$ cat src/rtl/bnn_pkg.sv
// Shared types, width helpers and default sizes for the BNN inference engine.
package bnn_pkg;

    // Default network shape, shared with the feature binariser.
    localparam int unsigned DEF_N_IN   = 4;
    localparam int unsigned DEF_N_HID  = 4;
    localparam int unsigned DEF_N_OUT  = 2;
    localparam int unsigned DEF_BIAS_W = 4;

    typedef enum logic [1:0] {
        StIdle = 2'd0,
        StHid  = 2'd1,
        StOut  = 2'd2,
        StDone = 2'd3
    } state_e;

    function automatic int unsigned max_u(input int unsigned a, input int unsigned b);
        return (a > b) ? a : b;
    endfunction

    // Popcount width: enough bits to hold the largest fan-in count.
    function automatic int unsigned calc_cw(input int unsigned n_in, input int unsigned n_hid);
        return $clog2(max_u(n_in, n_hid) + 1);
    endfunction

    // Score width: popcount plus bias can never overflow at this width.
    function automatic int unsigned calc_sw(input int unsigned n_in, input int unsigned n_hid,
                                            input int unsigned bias_w);
        return max_u(calc_cw(n_in, n_hid), bias_w) + 2;
    endfunction

    // Index width for n items, never less than one bit.
    function automatic int unsigned calc_iw(input int unsigned n);
        return max_u(1, $clog2(n));
    endfunction

endpackage

$ cat src/rtl/bnn_seq_engine_if.sv
// Handshake, configuration and result bundle of the BNN inference engine.
interface bnn_seq_engine_if
    import bnn_pkg::*;
#(
    parameter int unsigned N_IN   = DEF_N_IN,
    parameter int unsigned N_HID  = DEF_N_HID,
    parameter int unsigned N_OUT  = DEF_N_OUT,
    parameter int unsigned BIAS_W = DEF_BIAS_W
) ();

    localparam int unsigned SW  = calc_sw(N_IN, N_HID, BIAS_W);
    localparam int unsigned CIW = calc_iw(N_OUT);

    logic                      start;
    logic [N_IN-1:0]           in_vec;
    logic [N_HID*N_IN-1:0]     w_ih;
    logic [N_HID*BIAS_W-1:0]   b_h;
    logic [N_OUT*N_HID-1:0]    w_ho;
    logic [N_OUT*BIAS_W-1:0]   b_o;

    logic                      busy;
    logic                      done;
    logic                      valid;
    logic [N_HID-1:0]          hidden;
    logic [N_OUT-1:0]          out_act;
    logic [CIW-1:0]            class_idx;
    logic signed [SW-1:0]      class_score;

    modport master (
        output start, in_vec, w_ih, b_h, w_ho, b_o,
        input  busy, done, valid, hidden, out_act, class_idx, class_score
    );

    modport slave (
        input  start, in_vec, w_ih, b_h, w_ho, b_o,
        output busy, done, valid, hidden, out_act, class_idx, class_score
    );

endinterface

$ cat src/rtl/bnn_xnor_popcount.sv
// XNOR of a against w, counted over the bits enabled by mask.
module bnn_xnor_popcount #(
    parameter int unsigned WIDTH = 4
) (
    input  logic [WIDTH-1:0]             a,
    input  logic [WIDTH-1:0]             w,
    input  logic [WIDTH-1:0]             mask,
    output logic [$clog2(WIDTH+1)-1:0]   count
);

    localparam int unsigned CNTW = $clog2(WIDTH + 1);

    logic [WIDTH-1:0] match;

    // Masked-off bits read as mismatches so they never add to the count.
    always_comb begin
        match = ~(a ^ w) & mask;
        count = '0;
        for (int i = 0; i < WIDTH; i++) begin
            count = count + CNTW'(match[i]);
        end
    end

endmodule

$ cat src/rtl/bnn_seq_engine.sv
// Time-multiplexed BNN engine: one neuron per cycle through a shared XNOR/popcount,
// hidden layer first, then output layer with running argmax.
module bnn_seq_engine
    import bnn_pkg::*;
#(
    parameter int unsigned N_IN   = DEF_N_IN,
    parameter int unsigned N_HID  = DEF_N_HID,
    parameter int unsigned N_OUT  = DEF_N_OUT,
    parameter int unsigned BIAS_W = DEF_BIAS_W
) (
    input  logic                 clk,
    input  logic                 rst,
    bnn_seq_engine_if.slave      bus
);

    localparam int unsigned CW  = calc_cw(N_IN, N_HID);
    localparam int unsigned SW  = calc_sw(N_IN, N_HID, BIAS_W);
    localparam int unsigned PW  = max_u(N_IN, N_HID);
    localparam int unsigned CIW = calc_iw(N_OUT);
    localparam int unsigned IW  = calc_iw(max_u(N_HID, N_OUT));

    state_e                state_q, state_d;
    logic [IW-1:0]         idx_q, idx_d;
    logic [N_IN-1:0]       in_q, in_d;
    logic [N_HID-1:0]      hid_stage_q, hid_stage_d;
    logic [N_OUT-1:0]      out_stage_q, out_stage_d;
    logic signed [SW-1:0]  best_score_q, best_score_d;
    logic [CIW-1:0]        best_idx_q, best_idx_d;

    logic                  busy_q, busy_d;
    logic                  done_q, done_d;
    logic                  valid_q, valid_d;
    logic [N_HID-1:0]      hidden_q, hidden_d;
    logic [N_OUT-1:0]      out_act_q, out_act_d;
    logic [CIW-1:0]        class_idx_q, class_idx_d;
    logic signed [SW-1:0]  class_score_q, class_score_d;

    logic [PW-1:0]         pc_a, pc_w, pc_mask;
    logic [CW-1:0]         pc_cnt;
    logic [BIAS_W-1:0]     bias;
    logic signed [SW-1:0]  score;
    logic                  act;

    bnn_xnor_popcount #(
        .WIDTH (PW)
    ) u_popcount (
        .a     (pc_a),
        .w     (pc_w),
        .mask  (pc_mask),
        .count (pc_cnt)
    );

    // Operand mux: select the current neuron's inputs, weights and bias for the active layer.
    always_comb begin
        pc_a    = '0;
        pc_w    = '0;
        pc_mask = '0;
        bias    = '0;
        if (state_q == StOut) begin
            pc_a[N_HID-1:0]    = hid_stage_q;
            pc_w[N_HID-1:0]    = bus.w_ho[idx_q*N_HID +: N_HID];
            pc_mask[N_HID-1:0] = '1;
            bias               = bus.b_o[idx_q*BIAS_W +: BIAS_W];
        end else begin
            pc_a[N_IN-1:0]     = in_q;
            pc_w[N_IN-1:0]     = bus.w_ih[idx_q*N_IN +: N_IN];
            pc_mask[N_IN-1:0]  = '1;
            bias               = bus.b_h[idx_q*BIAS_W +: BIAS_W];
        end
        score = $signed({{(SW-CW){1'b0}}, pc_cnt})
              + $signed({{(SW-BIAS_W){bias[BIAS_W-1]}}, bias});
        act   = ~score[SW-1];
    end

    // Next-state logic: sequencing, staging, running argmax and result publication.
    always_comb begin
        state_d       = state_q;
        idx_d         = idx_q;
        in_d          = in_q;
        hid_stage_d   = hid_stage_q;
        out_stage_d   = out_stage_q;
        best_score_d  = best_score_q;
        best_idx_d    = best_idx_q;
        busy_d        = busy_q;
        done_d        = 1'b0;
        valid_d       = valid_q;
        hidden_d      = hidden_q;
        out_act_d     = out_act_q;
        class_idx_d   = class_idx_q;
        class_score_d = class_score_q;

        unique case (state_q)
            StIdle: begin
                if (bus.start) begin
                    in_d    = bus.in_vec;
                    idx_d   = '0;
                    busy_d  = 1'b1;
                    state_d = StHid;
                end
            end
            StHid: begin
                for (int j = 0; j < N_HID; j++) begin
                    if (idx_q == IW'(j)) hid_stage_d[j] = act;
                end
                if (idx_q == IW'(N_HID - 1)) begin
                    idx_d   = '0;
                    state_d = StOut;
                end else begin
                    idx_d = idx_q + IW'(1);
                end
            end
            StOut: begin
                for (int k = 0; k < N_OUT; k++) begin
                    if (idx_q == IW'(k)) out_stage_d[k] = act;
                end
                // Strictly greater keeps the lower index on ties.
                if (idx_q == '0 || score > best_score_q) begin
                    best_score_d = score;
                    best_idx_d   = CIW'(idx_q);
                end
                if (idx_q == IW'(N_OUT - 1)) begin
                    state_d       = StDone;
                    done_d        = 1'b1;
                    valid_d       = 1'b1;
                    hidden_d      = hid_stage_q;
                    out_act_d     = out_stage_d;
                    class_idx_d   = best_idx_d;
                    class_score_d = best_score_d;
                end else begin
                    idx_d = idx_q + IW'(1);
                end
            end
            StDone: begin
                busy_d  = 1'b0;
                state_d = StIdle;
            end
            default: begin
                busy_d  = 1'b0;
                state_d = StIdle;
            end
        endcase
    end

    // State and published-result registers with synchronous reset.
    always_ff @(posedge clk) begin
        if (rst) begin
            state_q       <= StIdle;
            idx_q         <= '0;
            in_q          <= '0;
            hid_stage_q   <= '0;
            out_stage_q   <= '0;
            best_score_q  <= '0;
            best_idx_q    <= '0;
            busy_q        <= 1'b0;
            done_q        <= 1'b0;
            valid_q       <= 1'b0;
            hidden_q      <= '0;
            out_act_q     <= '0;
            class_idx_q   <= '0;
            class_score_q <= '0;
        end else begin
            state_q       <= state_d;
            idx_q         <= idx_d;
            in_q          <= in_d;
            hid_stage_q   <= hid_stage_d;
            out_stage_q   <= out_stage_d;
            best_score_q  <= best_score_d;
            best_idx_q    <= best_idx_d;
            busy_q        <= busy_d;
            done_q        <= done_d;
            valid_q       <= valid_d;
            hidden_q      <= hidden_d;
            out_act_q     <= out_act_d;
            class_idx_q   <= class_idx_d;
            class_score_q <= class_score_d;
        end
    end

    assign bus.busy        = busy_q;
    assign bus.done        = done_q;
    assign bus.valid       = valid_q;
    assign bus.hidden      = hidden_q;
    assign bus.out_act     = out_act_q;
    assign bus.class_idx   = class_idx_q;
    assign bus.class_score = class_score_q;

endmodule
$ cat src/flat_wrapper.sv
// flat-port wrapper written by rule: the top's interface ports become plain ports
module bnn_seq_engine_flat import bnn_pkg::*;
#(
    parameter int unsigned N_IN   = DEF_N_IN,
    parameter int unsigned N_HID  = DEF_N_HID,
    parameter int unsigned N_OUT  = DEF_N_OUT,
    parameter int unsigned BIAS_W = DEF_BIAS_W
)
  (clk, rst, bus_start, bus_in_vec, bus_w_ih, bus_b_h, bus_w_ho, bus_b_o, bus_busy, bus_done, bus_valid, bus_hidden, bus_out_act, bus_class_idx, bus_class_score);
  bnn_seq_engine_if #(.N_IN(N_IN), .N_HID(N_HID), .N_OUT(N_OUT), .BIAS_W(BIAS_W)) bus_i ();
  input  logic clk;
  input  logic rst;
  input wire logic [$bits(bus_i.start)-1:0] bus_start;
  input wire logic [$bits(bus_i.in_vec)-1:0] bus_in_vec;
  input wire logic [$bits(bus_i.w_ih)-1:0] bus_w_ih;
  input wire logic [$bits(bus_i.b_h)-1:0] bus_b_h;
  input wire logic [$bits(bus_i.w_ho)-1:0] bus_w_ho;
  input wire logic [$bits(bus_i.b_o)-1:0] bus_b_o;
  output wire logic [$bits(bus_i.busy)-1:0] bus_busy;
  output wire logic [$bits(bus_i.done)-1:0] bus_done;
  output wire logic [$bits(bus_i.valid)-1:0] bus_valid;
  output wire logic [$bits(bus_i.hidden)-1:0] bus_hidden;
  output wire logic [$bits(bus_i.out_act)-1:0] bus_out_act;
  output wire logic [$bits(bus_i.class_idx)-1:0] bus_class_idx;
  output wire logic [$bits(bus_i.class_score)-1:0] bus_class_score;
  assign bus_i.start = bus_start;
  assign bus_i.in_vec = bus_in_vec;
  assign bus_i.w_ih = bus_w_ih;
  assign bus_i.b_h = bus_b_h;
  assign bus_i.w_ho = bus_w_ho;
  assign bus_i.b_o = bus_b_o;
  assign bus_busy = bus_i.busy;
  assign bus_done = bus_i.done;
  assign bus_valid = bus_i.valid;
  assign bus_hidden = bus_i.hidden;
  assign bus_out_act = bus_i.out_act;
  assign bus_class_idx = bus_i.class_idx;
  assign bus_class_score = bus_i.class_score;
  bnn_seq_engine #(.N_IN(N_IN), .N_HID(N_HID), .N_OUT(N_OUT), .BIAS_W(BIAS_W)) u_core (.clk(clk), .rst(rst), .bus(bus_i));
endmodule
$ cat config.mk
export PLATFORM = sky130hd
export DESIGN_NAME = bnn_seq_engine_flat
export DESIGN_NICKNAME = d
export VERILOG_FILES = /design/src/rtl/bnn_pkg.sv /design/src/rtl/bnn_seq_engine_if.sv /design/src/rtl/bnn_xnor_popcount.sv /design/src/rtl/bnn_seq_engine.sv /design/src/flat_wrapper.sv
export SDC_FILE = /design/constraint.sdc
export NUM_CORES = 1
export LEC_CHECK = 0
export ABC_AREA = 0
export CORE_MARGIN = 2
export CORE_UTILIZATION = 43
export DETAILED_ROUTE_END_ITERATION = 8
export GPL_ROUTABILITY_DRIVEN = 0
export GPL_TIMING_DRIVEN = 0
export PLACE_DENSITY_LB_ADDON = 0.25
export SLEW_MARGIN = 20
export SYNTH_ARGS = -nofsm -noshare
export SYNTH_HDL_FRONTEND = slang
export SYNTH_SLANG_ARGS = --single-unit
$ cat constraint.sdc
create_clock -name clk -period 5.3 [get_ports clk]
set_clock_uncertainty 0.05 [all_clocks]
set_input_delay 0.53 -clock clk [delete_from_list [all_inputs] [get_ports clk]]
set_output_delay 0.53 -clock clk [all_outputs]
set_load 0.03 [all_outputs]
[After elaboration in Yosys (flattened, before gate mapping)]
Cells that the tools add are included.
Storage, ports and cells
  bits in registers: 37
  logic and storage cells: 74
Cells by class
  $add $sub $neg: 5
  magnitude comparators: 1
  equality and inequality tests: 10
  shifts and indexed selects: 4
  mux-type cells: 18
  bitwise gates (word level): 4
  reduce and logical (&&, ||, !) cells: 15
Operators with widths (count)
  $shiftx A16 B5 Y4: 2
  $shiftx A8 B5 Y4: 2
  $reduce_and A2 Y1: 7
  $mux W2: 6
  $mux W4: 3
  $eq A2 B2 Y1 const B: 4
  $pmux W2 S4: 1
  $gt A6 B6 Y1: 1
  $mux W6: 1
  $ne A2 B2 Y1 const B: 3
  $pmux W2 S3: 1
  $reduce_and A3 Y1: 2
  $add A4 B4 Y5: 1
  $mux W1: 5
  $eq A2 B1 Y1 const B: 2
  $logic_not A2 Y1: 2
  $not A4 Y4: 1
  $xor A4 B4 Y4: 1
  $add A2 B1 Y3: 1
  $add A3 B1 Y3: 1
  $reduce_bool A3 Y1: 1
  $add A1 B1 Y2: 1
  $add A2 B1 Y2 const B: 1
  $ne A2 B1 Y1 const B: 1
  other kinds (5): 6

[Depth between registers and ports, before layout]
Gate-level depths: netlist (run 1).
  depth in word-level cells: 11
  gate-level depth with buffers: 25

[By module]
Synthesis (run 1) repeated with hierarchy kept, for this count alone.
Unflattened totals
  cells, all modules: 245
  area total of the unflattened synthesis: 2302.2 sq um
Modules (own cells, without submodules)
  bnn_seq_engine: times used 1, cells an instance 234, area each 2197.1 sq um, seq. area each 720.7 sq um
  bnn_xnor_popcount: times used 1, cells an instance 11, area each 105.1 sq um, seq. area each 0.0 sq um

[Worst setup path after synthesis (run 1)]
No wires, ideal clock.
  kind: flip-flop to flip-flop
  start: reg u_core.state_q[0]
  end: reg u_core.class_score_q[3] (netlist: u_core.bus.class_score[3])
  library setup time: 0.069 ns
  arrival: 5.055 ns
  slack: 0.126 ns
  stages on the path, launching flop included: 26
  buffers on the path: 3
  period minus slack after synthesis: 5.174 ns
  cell sequence: dfxtp_1 -> inv_1 -> ha_1 -> buf_6 -> mux2_4 -> mux4_2 -> xor2_1 -> nor2_1 -> a21oi_1 -> fa_1 -> inv_1 -> ha_1 -> ha_1 -> inv_1 -> fa_1 -> inv_1 -> a21oi_1 -> o21a_1 -> buf_4 -> ha_1 -> nor4b_2 -> inv_1 -> o31a_1 -> buf_6 -> o41a_1 -> o21ai_1
On the way
  longest elaborated chain between the ends: 11
  elaborated cells on any way between the ends: 14
  those cells by class: add/sub: 4; order compare: 1; eq/ne: 1; mux: 4; bitwise: 2; reduce/logical: 2
Ends and longest elaborated chain
  start: declaration: line bnn_seq_engine.sv:22  | state_e state_q, state_d;
  start signal: assignment: line bnn_seq_engine.sv:147  | state_q <= StIdle;
  start signal: assignment: line bnn_seq_engine.sv:162  | state_q <= state_d;
  $eq A2 B2 Y1 (*): line bnn_seq_engine.sv:59, bnn_seq_engine.sv:92
  $mux W4: line bnn_seq_engine.sv:59  | if (state_q == StOut) begin
  $xor A4 B4 Y4: line bnn_xnor_popcount.sv:17  | match = ~(a ^ w) & mask;
  $not A4 Y4: line bnn_xnor_popcount.sv:17
  $add A1 B1 Y2: line bnn_xnor_popcount.sv:20  | count = count + CNTW'(match[i]);
  $add A2 B1 Y3: line bnn_xnor_popcount.sv:20
  $add A3 B1 Y3: line bnn_xnor_popcount.sv:20
  $add A4 B4 Y5: line bnn_seq_engine.sv:71  | + $signed({{(SW-BIAS_W){bias[BIAS_W-1]}}, bias});
  $gt A6 B6 Y1: line bnn_seq_engine.sv:117  | if (idx_q == '0 || score > best_score_q) begin
  $logic_or A1 B1 Y1: line bnn_seq_engine.sv:117
  $mux W6: line bnn_seq_engine.sv:117
  end signal: assignment: line bnn_seq_engine.sv:175  | class_score_q <= class_score_d;
  end: declaration: line bnn_seq_engine.sv:36  | logic signed [SW-1:0] class_score_q, class_score_d;
Mark *: on every way between the ends. The rest lies on a longest branch, timed or not.
A chain may end at the register's enable or synchronous reset.

[Worst setup path in the final report (run 1)]
  start: reg u_core.state_q[0]
  end: reg u_core.class_idx_q (netlist: u_core.bus.class_idx)
On the way
  longest elaborated chain between the ends: 11
  elaborated cells on any way between the ends: 14
  those cells by class: add/sub: 4; order compare: 1; eq/ne: 1; mux: 4; bitwise: 2; reduce/logical: 2
Ends and longest elaborated chain
  $eq A2 B2 Y1 (*): line bnn_seq_engine.sv:59, bnn_seq_engine.sv:92
  $mux W4: line bnn_seq_engine.sv:59
  $xor A4 B4 Y4: line bnn_xnor_popcount.sv:17
  $not A4 Y4: line bnn_xnor_popcount.sv:17
  $add A1 B1 Y2: line bnn_xnor_popcount.sv:20
  $add A2 B1 Y3: line bnn_xnor_popcount.sv:20
  $add A3 B1 Y3: line bnn_xnor_popcount.sv:20
  $add A4 B4 Y5: line bnn_seq_engine.sv:71
  $gt A6 B6 Y1: line bnn_seq_engine.sv:117
  $logic_or A1 B1 Y1: line bnn_seq_engine.sv:117
  $mux W1: line bnn_seq_engine.sv:117
  end signal: assignment: line bnn_seq_engine.sv:174  | class_idx_q <= class_idx_d;
  end: declaration: line bnn_seq_engine.sv:35  | logic [CIW-1:0] class_idx_q, class_idx_d;
Marked as above.

==> summary.txt, run 1 <==
Floorplan
  • Initial Util: between 40% and 50%
  • Core footprint: roughly 5500 µm²
  • Std cell rows: 27
  • Die width: around 79 µm
  • Die extent in y: 79.0 µm
  • Number of top-level pins: 71
  • Die ar.: roughly 6200 µm²

Setup path
  • Crit path max-delay cell type: fa_1
  • Flop-to-flop setup slack: approximately 0.11 ns
  • Startpoint types: flop
  • Reg2reg end: u_core.bus.class_idx
  • Critical path's largest stage delay: 0.55 ns
  • Critical path's top delay family: adder cells
  • Crit Path Category: reg2reg
  • Crit-path max FO: 8
  • CP Capture Type: flop
  • Reg-to-reg critical path startpoint: u_core.state_q[0]
  • Reg2reg path depth: 23
  • CP bufs+invs: 6
  • Required @ worst endpoint: roughly 5.5 ns
  • Critical path data arrival time: 5.35 ns
  • Worst path cell trace: inv_2 -> ha_4 -> buf_8 -> mux2_4 -> mux4_2 -> xor2_1 -> nor2_1 -> a21oi_2 -> fa_1 -> inv_2 -> ha_4 -> ha_4 -> inv_1 -> fa_2 -> buf_4 -> xnor2_1 -> ha_1 -> nand4_1 -> a21oi_2 -> o31a_1 -> buf_6 -> mux2i_2 -> a211oi_2
  • CP most frequent cell: ha_4

Clocking
  • Clk Latency, worst-skew pair: around 0.29 ns
  • Clk buf depth: 2
  • Clock sink total: 36
  • Num CTS Buffers: 5
  • Post-cts hold buffer count: 0
  • Clock transition at path regs: 0.07 ns
  • Root cell of the clock tree: clkbuf_8
  • CTS tree: yes
  • H-tree depth: 2

Synth
  • Ys async rst share: 0%
  • Seq cells post-synth: 36
  • Syn Std Cell Area: around 2400 µm²
  • Post-synth EDFFs: 0
  • Sequential share of the synthesized area: between 20 and 30%
  • Synthesized net count: ~350
  • Avg Cell Area, Syn: around 9 µm²
  • Synth unique cells: 42
  • Syn. warnings: 0
  • Mapped Cells: ~270
  • Most used DFF post-synth: dfxtp_1

Placed design
  • DP HPWL: just under 5000 µm
  • Post-placement cell count: about 420
  • Dpl ws: -0.334 ns
  • IO buf count: 70
  • Placed cell area: roughly 3200 µm²

GRT
  • Global route total overflow: 0
  • Antenna violations before repair: 0
  • Vias in the first global route: approximately 2300
  • Largest net degree at the start of global routing: 12
  • All-layer global routing usage: a little over a fifth
  • Global-route wire length before repair: 10500 µm

Run status
  • Outcome: finished clean

Routing
  • Starting DRT DRC Count: between 90 and 100
  • Drt drc: 0
  • Final wirelength: between 6000 and 7000 µm
  • DR vias/cell: around 5.3
  • Routed vias: roughly 2300
  • Drt pass-1 iters: 4
  • DR WL/cell: 15.9 µm
  • Antenna viol nets, final: 0

Timing
  • Minimum clock period: around 5.2 ns
  • Slew Viols, Final: 0
  • Setup tns final: 0 ns
  • Final period util: approximately 98%
  • Slew headroom: between 60% and 70%
  • Slew @ Worst Pin: 0.557 ns
  • Final WS setup: 0.113 ns
  • Hold Fails Final Rpt: 0
  • FMAX: 193 MHz
  • Final Setup Violations: 0

Worst hold path
  • Hold Path Sink: u_core.bus.hidden[2]
  • Worst hold path type: reg2reg
  • Hold path start: u_core.bus.hidden[2]
  • Min-Delay Path Depth: 2

Pwr
  • Power per cell area: between 600 and 700 nW/µm²
  • Worst vdd ir: approximately 0.42 mV
  • Lkg Pwr: 0.00133 µW

Cells and area
  • Util after Layout: approximately two thirds
  • Area grow syn2layout: 46.5%
  • Share of cells above drive strength 1: between 10% and 20%
  • Fin nets: roughly 440
  • Final Cell Area: between 3000 and 4000 µm²
  • ANT cells: 0
  • Layout Cells excl Fill: around 440

Run
  • Max Cap Viol: 0
[synthesized netlist by cell type, types with 4 or more instances]
cell type,number,share of area (%)
mux4_2,7,6.5
inv_1,21,3.3
o21ai_0,4,0.83
xor2_1,4,1.4
nor2_1,32,5.0
dfxtp_1,36,30
nand3_1,7,1.4
a311oi_1,5,1.8
a21oi_1,27,5.6
nand2b_1,4,1.0
nor3_1,8,1.7
xnor2_1,5,1.8
clkbuf_1,8,1.2
mux2_4,4,2.5
ha_1,19,9.8
a211oi_1,8,2.5
mux2i_1,18,7.4
nor2b_1,4,1.0
nand2_1,19,2.9
[through the flow]
step           power, µW  hold WS [ns]
3_3_place_gp        1620         0.392
4_1_cts             1970         0.414
6_report            2460         0.412
3_5_place_dp        1690         0.398
2_1_floorplan       1350         0.398
5_1_grt             2670         0.430
[tightest hold or removal path, delay by kind of cell, from the launching register on]
kind	cells	cell delay (ns)
and+or+nand+nor	1	0.05
DFF	1	0.31
AOI/OAI and AO/OA	1	0.06
[where the power goes]
part | total, µW | leakage (µW) | internal, µW | switching [µW]
combinational | 1930 | 0.00100 | 946 | 979
clock | 189 | 0.0000410 | 89.4 | 99.4
sequential | 348 | 0.000293 | 314 | 33.8
[layout by cell type, fill, tap and decap left out, drive strengths merged, types with 2 or more instances in the layout]
| cell | instances |
|---|---|
| a211oi | 8 |
| a21o | 2 |
| a21oi | 27 |
| a311oi | 5 |
| buf | 22 |
| clkbuf | 15 |
| clkdlybuf4s50 | 70 |
| dfxtp | 36 |
| fa | 2 |
| ha | 19 |
| inv | 21 |
| mux2 | 6 |
| mux2i | 18 |
| mux4 | 7 |
| nand2 | 19 |
| nand2b | 4 |
| nand3 | 7 |
| nand3b | 2 |
| nor2 | 32 |
| nor2b | 4 |
| nor3 | 8 |
| o2111ai | 2 |
| o21ai | 5 |
| xnor2 | 5 |
| xor2 | 4 |
[routing by layer]
| metal | GRT usage, % | routed length, µm | vias to the layer above |
|---|---|---|---|
| met5 | 0 | 0 | - |
| met4 | 6.72 | 75 | 0 |
| met3 | 6.14 | 359 | 9 |
| met2 | 37.3 | 3540 | 58 |
| met1 | 25.9 | 2950 | 1114 |
| li1 | - | - | 1145 |
[cell type report]
cell class | instances | area (µm²)
flip-flops and latches | 36 | 726
clock inverters | 1 | 5.00
clock buffers | 6 | 72.6
repair buffers | 83 | 798
well taps | 72 | 90.1
multi-input cells | 198 | 1660
fillers | 489 | 1930
plain buffers | 18 | 115
inverters | 21 | 78.8
[sequential cells by signal, indices dropped and copies added (netlist names), 2 cells and up]
name and count:
u_core.best_score_q 6, u_core.bus.class_score 6, u_core.bus.hidden 4, u_core.bus.out_act 2, u_core.hid_stage_q 4, u_core.idx_q 2
u_core.in_q 4, u_core.state_q 2
[worst max path at each step]
| stage | start | end | slack, ns | cells past startpoint |
|---|---|---|---|---|
| 2_1_floorplan | u_core.state_q[0] | u_core.bus.class_score[3] | 0.13 | 25 |
| 3_3_place_gp | bus_w_ih[4] | u_core.bus.class_score[1] | -0.24 | 23 |
| 3_5_place_dp | bus_w_ih[4] | u_core.best_score_q[2] | -0.33 | 23 |
| 4_1_cts | u_core.state_q[0] | u_core.bus.class_score[1] | 0.02 | 25 |
| 5_1_grt | u_core.state_q[0] | u_core.bus.class_idx | -0.13 | 24 |
| 6_report | u_core.state_q[0] | u_core.bus.class_idx | 0.11 | 23 |
[repair_timing]
item                       in CTS  in global routing
pin swaps                       2                 15
gates resized for setup        10                 23
setup endpoints to repair      14                 14
setup buffers                   4                  9
[cell families (layout without fill, tap and decap cells)]
family / after synthesis / after routing / share of synthesized area, %
AO/OA/AOI/OAI: 58 / 58 / 15.6
XOR/XNOR: 9 / 9 / 3.26
buffers and inverters: 39 / 129 / 7.60
multiplexers: 31 / 31 / 17.4
AND/OR/NAND/NOR: 79 / 79 / 14.8
flip-flops: 36 / 36 / 29.8
adder cells (fa/ha/maj): 21 / 21 / 11.5
(Power assumes the default switching activity.)
==> inputs of run 2 (changes only) <==
--- a/config.mk
+++ b/config.mk
@@ -7,12 +7,14 @@
 export LEC_CHECK = 0
 export ABC_AREA = 0
 export CORE_MARGIN = 2
-export CORE_UTILIZATION = 43
+export CORE_UTILIZATION = 42
 export DETAILED_ROUTE_END_ITERATION = 8
 export GPL_ROUTABILITY_DRIVEN = 0
 export GPL_TIMING_DRIVEN = 0
 export PLACE_DENSITY_LB_ADDON = 0.25
+export REMOVE_ABC_BUFFERS = 1
 export SLEW_MARGIN = 20
 export SYNTH_ARGS = -nofsm -noshare
 export SYNTH_HDL_FRONTEND = slang
+export SYNTH_HIERARCHICAL = 1
 export SYNTH_SLANG_ARGS = --single-unit
==> summary.txt, run 2 <==
Clocking
  • Clock sink total: 36
  • H-tree depth: 2
  • Num CTS Buffers: 5
  • Root cell of the clock tree: clkbuf_8
  • Clk buf depth: 2
  • Clk Latency, worst-skew pair: approximately 0.28 ns
  • Clock transition at path regs: approximately 0.070 ns
  • CTS tree: yes
  • Post-cts hold buffer count: 0

Timing
  • Final Setup Violations: 0
  • Minimum clock period: approximately 5.0 ns
  • WHS: 0.396 ns
  • FMAX: approximately 200 MHz
  • Final period util: between 90% and 100%
  • Slew headroom: ~30%
  • Unrepaired setup endpoints after global routing: false
  • Setup tns final: 0 ns
  • Slew Viols, Final: 0
  • Final WS setup: 0.270 ns
  • Hold Fails Final Rpt: 0
  • Slew @ Worst Pin: approximately 1.0 ns

Cells and area
  • Share of cells above drive strength 1: 13.3%
  • Fillcell total: between 400 and 500
  • Fin nets: 399
  • Layout Cells excl Fill: around 390
  • Final Cell Area: 3310 µm²
  • Area grow syn2layout: 43.7%
  • Most common cell after layout, fill and taps aside: clkdlybuf4s50_1
  • Most frequent cells in the layout: clkdlybuf4s50_1, dfxtp_1, nand2_1
  • ANT cells: 0

Floorplan
  • Die ar.: between 6000 and 7000 µm²
  • Std cell rows: 26
  • Die width: 78.0 µm
  • Core footprint: 5200 µm²
  • Number of top-level pins: between 70 and 80
  • Die extent in y: around 78 µm
  • Initial Util: between 40% and 50%

Routing
  • Drt pass-1 iters: 4
  • Routed vias: 2025
  • Starting DRT DRC Count: 60
  • DR vias/cell: around 5.2
  • Drt drc: 0
  • Antenna viol nets, final: 0
  • DR WL/cell: about 14 µm
  • Final wirelength: about 5600 µm

Pwr
  • Lkg Pwr: 0.00125 µW
  • Worst vdd ir: between 0.2 and 0.3 mV
  • Power per cell area: between 400 and 500 nW/µm²

Worst hold path
  • Worst hold path type: reg2reg

GRT
  • Global-route wire length before repair: about 8500 µm
  • Global route total overflow: 0
  • Antenna violations before repair: 0
  • Vias in the first global route: ~1900
  • All-layer global routing usage: 17.4%
  • Largest net degree at the start of global routing: 25

Synth
  • Most used DFF post-synth: dfxtp_1
  • Post-synth top cells: dfxtp_1, nand2_1, ha_1, inv_1, mux2i_1
  • Ranking of synthesized cells by area: dfxtp_1, ha_1, mux2i_1
  • Syn. warnings: 6
  • Ys async rst share: 0%
  • Most frequent cell after synthesis: dfxtp_1
  • Post-synth top area share: between 30% and 40%
  • Syn Std Cell Area: around 2300 µm²
  • Sequential share of the synthesized area: 31.3%
  • Post-synth EDFFs: 0
  • Mapped Cells: about 250
  • Seq cells post-synth: 36
  • Avg Cell Area, Syn: 9.40 µm²
  • Cell taking the most area after synthesis: dfxtp_1
  • Synth unique cells: 37

Setup path
  • Crit-path max FO: 7
  • Required @ worst endpoint: 5.39 ns
  • Startpoint types: flop
  • Critical path data arrival time: just over 5 ns
  • Flop-to-flop setup slack: roughly 0.27 ns
  • CP Capture Type: flop
  • Crit Path Category: reg2reg

Placed design
  • IO buf count: 70
  • Post-placement cell count: 376
  • Placed cell area: 3050 µm²
  • DP HPWL: between 3000 and 4000 µm
  • Dpl ws: -0.806 ns

Run status
  • Outcome: finished clean

Run
  • Max Cap Viol: 0
[run 2: what timing repair did]
action	4_1_cts	5_1_grt
setup buffers	3	6
gates resized for setup	4	12
endpoints found under the setup margin	14	14
gates cloned	0	1
pin swaps	2	3
[run 2: area by class of cell]
class	count	area (µm²)	area share, %
Sequential cell	36	724	21.9
Tap cell	70	87.6	2.65
Timing Repair Buffer	79	790	23.9
Multi-Input combinational cell	180	1530	46.3
Inverter	21	78.8	2.38
Clock buffer	7	96.3	2.91
[run 2: per-stage QoR]
step / total power (µW) / utilization [%]
4_1_cts: 1360 / 61.5
5_1_grt: 1530 / 63.6
6_report: 1430 / 63.6
3_5_place_dp: 1100 / 58.6
3_3_place_gp: 1090 / 58.6
2_1_floorplan: 930 / -
[run 2: per-layer routing]
metal	global-route usage [%]	wire, µm	vias up
met5	0	0	-
met4	3.68	29	0
met3	3.91	232	4
met2	31.2	2950	51
met1	21.2	2390	942
li1	-	-	1028
[run 2: critical path, cell delays in order (launching register included)]
cell and delay (ns):
dfxtp_1 0.35, inv_2 0.09, ha_4 0.20, mux4_2 0.50
nand2_1 0.07, o21ai_1 0.08, xnor2_1 0.13, and2_1 0.17
fa_1 0.48, ha_1 0.21, ha_1 0.30, ha_1 0.30
a21o_1 0.19, a21oi_2 0.16, xnor2_2 0.15, inv_1 0.07
ha_1 0.31, nand4_2 0.13, o21bai_4 0.22, a311oi_4 0.32
buf_6 0.17, mux2i_1 0.18, nor2_1 0.05
[run 2: kinds of logic after synthesis]
logic type               synth area share, %
AND/OR/NAND/NOR                         13.3
AO/OA/AOI/OAI                           18.1
flip-flops                              31.3
buffers and inverters                   5.76
multiplexers                            17.1
adder cells (fa/ha/maj)                 12.1
XOR/XNOR                                2.28
other                                  0.163
[run 2: final timing paths]
check | from | cells after the start | to
max | u_core/state_q[0] | 22 | u_core/best_idx_q
min | u_core/bus.valid | 2 | u_core/bus.valid
max reg2reg | u_core/state_q[0] | 22 | u_core/best_idx_q
min reg2reg | u_core/bus.valid | 2 | u_core/bus.valid
[run 2: where the power goes]
part	internal [µW]	total (µW)	switching [µW]
registers	308	348	39.9
clock network	116	206	90.7
logic	425	872	447
total	849	1430	578
==> inputs of run 3 (changes only) <==
==> constraint.sdc (replaced) <==
create_clock -name clk -period 4.4 [get_ports clk]
set_clock_uncertainty 0.05 [all_clocks]
set_input_delay 0.44 -clock clk [delete_from_list [all_inputs] [get_ports clk]]
set_output_delay 0.44 -clock clk [all_outputs]
set_load 0.03 [all_outputs]
==> summary.txt, run 3 (synthesis gave the netlist of run 2 again) <==
Floorplan
  • Number of top-level pins: between 70 and 80
  • Die ar.: between 6000 and 7000 µm²
  • Std cell rows: 26
  • Initial Util: between 40% and 50%
  • Core footprint: between 5000 and 6000 µm²
  • Die width: 78.0 µm
  • Die extent in y: about 80 µm

GRT
  • Met1 usage: around 23%
  • Global route total overflow: 0
  • Met3 GRT Util: 4.25%
  • GR peak layer: met2
  • Vias in the first global route: 2041
  • Global-route wire length before repair: about 9000 µm
  • Met2 usage: roughly a third
  • All-layer global routing usage: between 10% and 20%
  • Antenna violations before repair: 0
  • Largest net degree at the start of global routing: 25

Timing
  • Final WS setup: -0.336 ns
  • Slew headroom: between 20% and 30%
  • Minimum clock period: ~4.7 ns
  • FMAX: roughly 210 MHz
  • Hold Fails Final Rpt: 0
  • Slew Viols, Final: 0
  • Final Setup Violations: 14
  • Slew @ Worst Pin: 1.07 ns
  • Setup tns final: -3.68 ns
  • Unrepaired setup endpoints after global routing: true
  • Final period util: 108%

Cells and area
  • Most frequent cells in the layout: clkdlybuf4s50_1, dfxtp_1, nand2_1
  • Most common cell after layout, fill and taps aside: clkdlybuf4s50_1
  • Fin nets: slightly above 400
  • Final Cell Area: about 3500 µm²
  • ANT cells: 0
  • Area grow syn2layout: 52.1%
  • Share of cells above drive strength 1: between 20% and 30%

Setup path
  • Crit Path Category: reg2reg
  • CP Capture Type: flop
  • Critical path data arrival time: ~4.8 ns
  • CP startpoint: u_core/state_q[0]
  • Required @ worst endpoint: 4.49 ns
  • Reg2reg path depth: 22
  • Flop-to-flop setup slack: -0.34 ns
  • Crit-path max FO: 7
  • Startpoint types: flop
  • Reg-to-reg critical path startpoint: u_core/state_q[0]
  • Reg2reg end: u_core/best_score_q[2]
  • End point of the critical path: u_core/best_score_q[2]

Placed design
  • IO buf count: 70
  • Placed cell area: slightly above 3000 µm²
  • DP HPWL: slightly below 4000 µm

Worst hold path
  • Worst hold path type: reg2reg

Pwr
  • Seq pwr share: a little over a fifth
  • Switching Power: between 800 and 900 µW
  • Worst vdd ir: about 0.38 mV
  • Logic pwr share: 66.5%
  • Cell Int Power: 1200 µW
  • Sw Share: between 40% and 50%
  • Power per cell area: roughly 580 nW/µm²
  • Clock Power Share: between 10 and 15%
  • Lkg Pwr: around 0.0013 µW

Clocking
  • Post-cts hold buffer count: 0
  • Clock transition at path regs: 0.07 ns
  • H-tree depth: 2
  • Clock sink total: 36
  • Clk Latency, worst-skew pair: about 0.28 ns
  • Clk buf depth: 2
  • Num CTS Buffers: 5
  • CTS tree: yes
  • Root cell of the clock tree: clkbuf_8

Run status
  • Outcome: finished with violations
  • Failing checks: negative setup slack

Routing
  • Drt drc: 0
  • Starting DRT DRC Count: between 50 and 60
  • Antenna viol nets, final: 0
  • Final wirelength: roughly 6000 µm
  • Drt pass-1 iters: 4
  • DR WL/cell: between 10 and 15 µm
  • Routed vias: around 2100
  • DR vias/cell: 5.26

Run
  • Max Cap Viol: 0
-- run 3: cell count changes in the layout (fill, tap and decap cells not counted), moves of 2 or more --
cell and delta:
buf_4 +7, buf_6 +2, dfxtp_1 -2, dfxtp_2 +2
ha_1 -6, ha_4 +6, inv_1 -4, inv_2 +4
o21ai_0 -5, o21ai_1 +5, o311ai_0 -2
-- run 3: what timing repair did --
item	CTS	global route
resized for setup	33	18
setup endpoints to repair	21	14
buffers inserted	11	5
pin swaps	19	16
-- run 3: worst min-delay path by stage --
stage	slack (ns)	endpoint	cells past startpoint	startpoint
floorplan	0.38	u_core/in_q[0]	2	u_core/in_q[0]
global placement	0.38	u_core/bus.class_score[1]	2	u_core/bus.class_score[1]
detailed placement	0.39	u_core/bus.valid	2	u_core/bus.valid
CTS	0.40	u_core/bus.valid	2	u_core/bus.valid
global route	0.43	u_core/in_q[3]	2	u_core/in_q[3]
finish	0.40	u_core/bus.valid	2	u_core/bus.valid
-- run 3: routing by layer --
layer | wire length, µm | share of wire (%)
met3 | 313 | 5.3
met4 | 59 | 1.0
met5 | 0 | 0
met2 | 3130 | 53
met1 | 2420 | 41
-- run 3: stage by stage --
stage / cells / utilization (%) / total power (µW) / worst slack, ns / hold WS (ns)
6_report: 399 / 67.3 / 2020 / -0.336 / 0.396
2_1_floorplan: 236 / - / 1120 / -1.01 / 0.378
5_1_grt: 399 / 67.3 / 2160 / -0.509 / 0.429
3_3_place_gp: 376 / 58.6 / 1310 / -1.66 / 0.384
4_1_cts: 394 / 64.8 / 1860 / -0.271 / 0.397
3_5_place_dp: 376 / 58.6 / 1330 / -1.71 / 0.387
-- run 3: layout make-up --
cell class / count / area [µm²]
timing repair buffer: 86 / 832
clock buffer: 7 / 96.3
inverter: 21 / 78.8
multi-input combinational: 179 / 1680
sequential: 36 / 727
fill: 432 / 1700
tap: 70 / 87.6
-- run 3: power groups by stage --
stage / registers (µW) / clock network [µW] / logic (µW)
CTS: 421 / 254 / 1190
detailed placement: 424 / 0 / 905
global route: 429 / 272 / 1460
finish: 423 / 253 / 1340
global placement: 423 / 0 / 885
floorplan: 420 / 0 / 701
-- run 3: worst max-delay path, cell delays in order (launching register included) --
cell and delay, ns:
dfxtp_2 0.33, inv_2 0.07, ha_4 0.18, mux4_2 0.49, nand2_1 0.08, o21ai_1 0.08, xnor2_1 0.13, and2_1 0.15
fa_1 0.52, ha_4 0.19, ha_4 0.28, ha_4 0.19, a21o_1 0.17, a21oi_2 0.17, xnor2_2 0.15, inv_2 0.07
ha_4 0.28, a21o_1 0.14, nand2_2 0.10, a311oi_4 0.34, buf_6 0.19, mux2i_1 0.20, nor2_1 0.05
